==> src/rtl/vcpu_pkg.sv <==
// Shared definitions for the vcpu execution unit: opcodes, FSM states and the
// NZCV flag bundle.
package vcpu_pkg;

  typedef enum logic [3:0] {
    OP_ADD = 4'd0,
    OP_ADC = 4'd1,
    OP_SUB = 4'd2,
    OP_SBC = 4'd3,
    OP_RSB = 4'd4,
    OP_AND = 4'd5,
    OP_ORR = 4'd6,
    OP_EOR = 4'd7,
    OP_BIC = 4'd8,
    OP_LSL = 4'd9,
    OP_LSR = 4'd10,
    OP_ASR = 4'd11,
    OP_ROR = 4'd12,
    OP_MUL = 4'd13,
    OP_MOV = 4'd14,
    OP_MVN = 4'd15
  } op_e;

  typedef enum logic [1:0] {
    ST_IDLE = 2'd0,
    ST_MUL  = 2'd1,
    ST_HOLD = 2'd2
  } state_e;

  typedef struct packed {
    logic n;
    logic z;
    logic c;
    logic v;
  } flags_t;

endpackage

==> src/rtl/vcpu_shifter.sv <==
// Combinational barrel shifter for LSL/LSR/ASR/ROR with ARM-style carry-out.
// A shift amount of zero passes the operand and the incoming carry unchanged.
module vcpu_shifter
  import vcpu_pkg::*;
#(
  parameter int WIDTH = 32
) (
  input  op_e              op,
  input  logic [WIDTH-1:0] n,
  input  logic [7:0]       s,
  input  logic             cin,
  output logic [WIDTH-1:0] r,
  output logic             c
);

  localparam logic [7:0] W8 = 8'(WIDTH);

  logic [WIDTH:0]        lsl_t;
  logic [WIDTH:0]        lsr_t;
  logic signed [WIDTH:0] asr_t;
  logic [7:0]            k;
  logic [WIDTH-1:0]      ror_r;

  // The extra guard bit catches the last bit shifted out, so the carry needs
  // no variable indexing and over-long shifts fall out as zero naturally.
  always_comb begin
    // NOTE: every combinational output gets a default first so no path leaves
    // it unassigned and infers a latch.
    lsl_t = {1'b0, n} << s;
    lsr_t = {n, 1'b0} >> s;
    asr_t = $signed({n, 1'b0}) >>> s;
    k     = s & (W8 - 8'd1);
    ror_r = (n >> k) | (n << (W8 - k));
    r     = n;
    c     = cin;
    if (s != 8'd0) begin
      case (op)
        OP_LSL: begin r = lsl_t[WIDTH-1:0]; c = lsl_t[WIDTH]; end
        OP_LSR: begin r = lsr_t[WIDTH:1];   c = lsr_t[0];     end
        OP_ASR: begin r = asr_t[WIDTH:1];   c = asr_t[0];     end
        OP_ROR: begin r = ror_r;            c = ror_r[WIDTH-1]; end
        default: ;
      endcase
    end
  end

endmodule

==> src/rtl/vcpu_exu.sv <==
// vcpu execution unit: single-cycle ALU/shifter plus an iterative radix-2
// multiplier behind a valid/ready command interface with one output register.
module vcpu_exu
  import vcpu_pkg::*;
#(
  parameter int WIDTH = 32,
  parameter int TAG_W = 5
) (
  input  logic             sck,
  input  logic             rst,
  input  logic             in_valid,
  output logic             in_ready,
  input  logic [3:0]       in_op,
  input  logic [WIDTH-1:0] in_n,
  input  logic [WIDTH-1:0] in_m,
  input  logic             in_cf,
  input  logic             in_vf,
  input  logic             in_setf,
  input  logic [TAG_W-1:0] in_tag,
  output logic             out_valid,
  input  logic             out_ready,
  output logic [WIDTH-1:0] out_d,
  output logic             out_nf,
  output logic             out_zf,
  output logic             out_cf,
  output logic             out_vf,
  output logic             out_setf,
  output logic [TAG_W-1:0] out_tag
);

  localparam int CW = $clog2(WIDTH);

  state_e           state, state_nxt;
  op_e              op;
  logic             accept;
  logic             is_mul;

  logic [WIDTH-1:0] add_a, add_b;
  logic             add_ci;
  logic [WIDTH:0]   sum;
  logic [WIDTH-1:0] sh_r;
  logic             sh_c;
  logic [WIDTH-1:0] alu_res;
  flags_t           alu_f;

  logic [WIDTH-1:0] acc, acc_nxt, mcand, mplier;
  logic [CW-1:0]    cnt;
  logic [WIDTH-1:0] d_q;
  flags_t           f_q;

  assign op        = op_e'(in_op);
  assign is_mul    = (op == OP_MUL);
  assign in_ready  = (state == ST_IDLE) || (state == ST_HOLD && out_ready);
  assign accept    = in_valid && in_ready;
  assign out_valid = (state == ST_HOLD);
  assign out_d     = d_q;
  assign out_nf    = f_q.n;
  assign out_zf    = f_q.z;
  assign out_cf    = f_q.c;
  assign out_vf    = f_q.v;

  vcpu_shifter #(.WIDTH(WIDTH)) u_shifter (
    .op  (op),
    .n   (in_n),
    .s   (in_m[7:0]),
    .cin (in_cf),
    .r   (sh_r),
    .c   (sh_c)
  );

  // All add/subtract forms share one adder; only the addends and carry-in move.
  always_comb begin
    add_a  = in_n;
    add_b  = in_m;
    add_ci = 1'b0;
    case (op)
      OP_ADC: add_ci = in_cf;
      OP_SUB: begin add_b = ~in_m; add_ci = 1'b1; end
      OP_SBC: begin add_b = ~in_m; add_ci = in_cf; end
      OP_RSB: begin add_a = ~in_n; add_ci = 1'b1; end
      default: ;
    endcase
    sum = {1'b0, add_a} + {1'b0, add_b} + {{WIDTH{1'b0}}, add_ci};
  end

  always_comb begin
    alu_res = in_m;
    alu_f.c = in_cf;
    alu_f.v = in_vf;
    case (op)
      OP_ADD, OP_ADC, OP_SUB, OP_SBC, OP_RSB: begin
        alu_res = sum[WIDTH-1:0];
        alu_f.c = sum[WIDTH];
        alu_f.v = (add_a[WIDTH-1] == add_b[WIDTH-1]) &&
                  (sum[WIDTH-1] != add_a[WIDTH-1]);
      end
      OP_AND: alu_res = in_n & in_m;
      OP_ORR: alu_res = in_n | in_m;
      OP_EOR: alu_res = in_n ^ in_m;
      OP_BIC: alu_res = in_n & ~in_m;
      OP_LSL, OP_LSR, OP_ASR, OP_ROR: begin
        alu_res = sh_r;
        alu_f.c = sh_c;
      end
      OP_MVN: alu_res = ~in_m;
      default: ;
    endcase
    alu_f.n = alu_res[WIDTH-1];
    alu_f.z = (alu_res == '0);
  end

  assign acc_nxt = acc + (mplier[0] ? mcand : '0);

  always_comb begin
    state_nxt = state;
    case (state)
      ST_IDLE: if (accept) state_nxt = is_mul ? ST_MUL : ST_HOLD;
      ST_MUL:  if (cnt == '0) state_nxt = ST_HOLD;
      ST_HOLD: if (out_ready) state_nxt = accept ? (is_mul ? ST_MUL : ST_HOLD) : ST_IDLE;
      default: state_nxt = ST_IDLE;
    endcase
  end

  // NOTE: sequential state uses non-blocking assignments so every register
  // samples pre-edge values regardless of statement order.
  always_ff @(posedge sck or posedge rst) begin
    if (rst) state <= ST_IDLE;
    else     state <= state_nxt;
  end

  // Output fields only change on acceptance or multiply completion, which
  // keeps them stable while a result waits for out_ready.
  always_ff @(posedge sck or posedge rst) begin
    if (rst) begin
      d_q      <= '0;
      f_q      <= '0;
      out_setf <= 1'b0;
      out_tag  <= '0;
      acc      <= '0;
      mcand    <= '0;
      mplier   <= '0;
      cnt      <= '0;
    end else if (accept) begin
      out_setf <= in_setf;
      out_tag  <= in_tag;
      if (is_mul) begin
        acc    <= '0;
        mcand  <= in_n;
        mplier <= in_m;
        cnt    <= CW'(WIDTH - 1);
        f_q.c  <= in_cf;
        f_q.v  <= in_vf;
      end else begin
        d_q <= alu_res;
        f_q <= alu_f;
      end
    end else if (state == ST_MUL) begin
      acc    <= acc_nxt;
      mcand  <= mcand << 1;
      mplier <= mplier >> 1;
      if (cnt != '0) begin
        cnt <= cnt - 1'b1;
      end else begin
        d_q   <= acc_nxt;
        f_q.n <= acc_nxt[WIDTH-1];
        f_q.z <= (acc_nxt == '0);
      end
    end
  end

endmodule
==> config.mk <==
export PLATFORM = sky130hd
export DESIGN_NAME = vcpu_exu
export DESIGN_NICKNAME = d
export VERILOG_FILES = /design/src/rtl/vcpu_pkg.sv /design/src/rtl/vcpu_shifter.sv /design/src/rtl/vcpu_exu.sv
export SDC_FILE = /design/constraint.sdc
export NUM_CORES = 1
export LEC_CHECK = 0
export BUFFER_PORTS_ARGS = -buffer_cell sky130_fd_sc_hd__buf_4
export CAP_MARGIN = 40
export CORE_ASPECT_RATIO = 1.2
export CORE_MARGIN = 2
export CORE_UTILIZATION = 40
export CTS_BUF_LIST = sky130_fd_sc_hd__clkbuf_8
export CTS_CLUSTER_SIZE = 8
export DETAILED_ROUTE_END_ITERATION = 8
export MAX_ROUTING_LAYER = met4
export PLACE_DENSITY_LB_ADDON = 0.25
export REMOVE_ABC_BUFFERS = 1
export SLEW_MARGIN = 20
export SYNTH_ARGS = -nofsm -noshare
export SYNTH_HDL_FRONTEND = slang
export SYNTH_HIERARCHICAL = 1
export SYNTH_SLANG_ARGS = --single-unit
==> constraint.sdc <==
create_clock -name sck -period 4.75 [get_ports sck]
set_clock_uncertainty 0.2 [all_clocks]
set_input_delay 0.95 -clock sck [delete_from_list [all_inputs] [get_ports sck]]
set_output_delay 0.95 -clock sck [all_outputs]
set_load 0.1 [all_outputs]
==> impl_metrics.yaml <==
outcome:
  outcome: "complete, but fails checks"
  violations: "negative setup slack"
place:
  place.port_buffers: 123
  place_congestion: 1.13
  place_inst: 3916
  hpwl_mm: 94.7
  post_dp_cell_area_sq_um: 26600
cells_and_area:
  drive_gt1_share_pct: 31.0
  fin_util_pct: 53.9
  fin_area_sq_um: 27700
  final_nets: 3441
  area_growth_pct: 33.4
  nFillCells: 4899
  layout.cells.non_filler: 3984
synth:
  synth_top_area_share_pct: 17.4
  yosysWarnings: 6
  ys_types: 101
  async_reset_ff_share_pct: 100
  synth_area_leader_cell: "dfrtp_1"
  yosysSeqAreaShare_pct: 17.4
  netlist_area_sq_um: 20700
  synthTopCellsByArea: "dfrtp_1, mux4_2, mux2i_1"
  synth_ff_type: "dfrtp_1"
  synth_commonest_cells: "nand2_1, o21ai_0, nor2_1, a21oi_1, clkbuf_1"
  yosysMostFrequentCell: "nand2_1"
  synthCells: 2705
  syn_avg_cell_area_sq_um: 7.67
  synth_seq_cells: 144
  synth-edff-count: 0
sta:
  slew_headroom_pct: 36.5
  rsz0062_at_grt: "true"
  finalMaxSlewViolations: 0
  finalCritPeriodShare_pct: 103
  min_period_ns: 4.89
  setup_violations: 1
  tightest_slew_ns: 0.949
  setup_slack_ns: -0.139
  max_freq_mhz: 205
  hold_viol_final: 0
pwr:
  p_int_mw: 4.26
  powerDensity_nw_per_um2: 325
  switchingPower_mw: 4.74
  leakage_nw: 12.4
  power_frac_clock_pct: 12.2
  pwr-share-comb_pct: 65.1
  share_seq_of_total_power_pct: 22.7
  power_mw: 9.00
  vdd_drop_max_mv: 0.503
  switching_share_pct: 52.7
global_routing:
  grt_max_degree: 104
  grt_pass1_vias: 25553
  grt-ovfl-total: 0
  grt_pass1_wl_mm: 172
  grt_use_total_pct: 45.7
  antenna_found_initial: 10
floorplanning:
  ios: 124
  die_y_um: 253
  die_area_sq_um: 53700
  fp.dieW_um: 212
  core-area_sq_um: 51400
  num_rows: 91
  start_util_pct: 40.4
routing:
  dr.pass1.iters: 6
  routed_via_density: 6.45
  routedWlPerCell_um: 30.0
  routed_wl_mm: 120
  vias: 25706
  drc: 0
  ant_nets: 0
  drtIter0Drc: 2432
setup_path:
  cp.arrival_ns: 5.16
  start_kind: "primary input"
  rr_endpoint: "out_zf"
  timing.rr.start: "mplier[0]"
  crit_fanout: 9
  worstPathRequired_ns: 5.03
  rr_worst_depth: 14
  ff2ff_setup_slack_ns: 0.25
  cp-end-kind: "flop"
  critical_path_class: "in2reg"
clock_network:
  clk_root_buffer_cell: "clkbuf_8"
  cts_tree: "built"
  htreeDepth: 4
  insertion_delay_ns: 0.55
  cts_sinks: 144
  clk_pin_slew_ns: 0.10
  cts_buffer_depth: 2
  cts_buffers: 17
worst_hold_path:
  hold_class: "in2async"
run:
  drv_cap: 0
## area by class of cell
type | count | area [sq um] | share of cell area (%)
sequential | 144 | 3600 | 13.0
tap | 697 | 872 | 3.15
antenna | 13 | 32.5 | 0.118
clock inverter | 15 | 188 | 0.678
multi-input combinational | 2229 | 16200 | 58.5
timing repair buffer | 778 | 6200 | 22.4
clock buffer | 17 | 234 | 0.846
inverter | 91 | 349 | 1.26
## stage by stage
stage               hold WS (ns)  setup WS, ns  TNS, ns
floorplan                  0.248         -4.44  -361.91
global placement           0.256        -0.761    -8.20
detailed placement         0.264        -0.813    -9.72
CTS                        0.293       -0.0128  -0.0128
global route              0.0649        -0.101   -0.101
finish                    0.0789        -0.139   -0.139
## metal layers
layer  share of wire [%]  GRT usage (%)
met3                 7.8           9.60
met4                  11           40.3
met1                  35           48.2
met5                   0              -
met2                  46           72.7
## worst max-delay path, stage by stage
cell and delay [ns]:
buf_4 0.14, buf_4 0.18, buf_4 0.23, mux4_2 0.51, mux2_2 0.36, buf_4 0.16
mux2i_2 0.30, buf_4 0.17, o21ai_0 0.06, o2111ai_1 0.28, nand3_1 0.18, o22a_1 0.22
nand2_1 0.06, nand2_1 0.05, o22ai_1 0.22, nor4b_4 0.30, nand4_1 0.22, and4bb_1 0.35
nand4_1 0.11, nand2_1 0.08
## power by group through the flow
stage | Combinational (mW) | Clock (mW) | Sequential, mW
2_1_floorplan | 2.50 | 0 | 2.83
5_1_grt | 6.21 | 1.15 | 2.09
3_3_place_gp | 5.53 | 0 | 2.03
4_1_cts | 5.67 | 1.11 | 2.04
6_report | 5.86 | 1.10 | 2.04
3_5_place_dp | 5.61 | 0 | 2.06
## placed cells by master, fill, tap and decap left out, types with 86 or more instances in the layout
master | netlist | routed
nor2_1 | 215 | 212
dfrtp_1 | 144 | 144
inv_1 | 89 | 87
xnor2_1 | 97 | 96
nand2_1 | 311 | 309
buf_4 | 4 | 747
o21ai_0 | 246 | 240
a21oi_1 | 197 | 193
mux2i_1 | 141 | 136
mux4_2 | 83 | 86
ha_1 | 97 | 96
## kinds of logic after synthesis
group / after synthesis / synth area share, %
buf+inv: 332 / 6.49
xor+xnor: 126 / 5.36
simple gates: 872 / 19.7
flops: 144 / 17.4
compound gates: 870 / 26.9
mux: 261 / 18.0
fa+ha+maj: 100 / 6.14
## worst max-delay path by stage
stage	from	to	slack, ns
global placement	in_m[0]	out_zf	-0.76
detailed placement	in_m[0]	out_zf	-0.81
floorplan	in_op[1]	out_zf	-4.44
CTS	in_m[0]	out_zf	-0.01
finish	in_n[22]	out_zf	-0.14
global route	in_n[22]	out_zf	-0.10
## registers in the layout, summed over array words and instances (netlist names)
signal and cells:
acc 32, mcand 32, mplier 32, out_d 32
cnt 5, out_tag 5, state 2, out_cf 1
out_setf 1, out_vf 1, out_zf 1
## timing repair
| action | CTS | global route |
|---|---|---|
| gates cloned | 1 | 1 |
| pin swaps | 8 | 21 |
| buffers inserted | 7 | 12 |
| setup endpoints to repair | 3 | 13 |
| resized for setup | 30 | 55 |
| hold buffers | 0 | 0 |
Note: power is estimated with default switching activity, not from simulation.
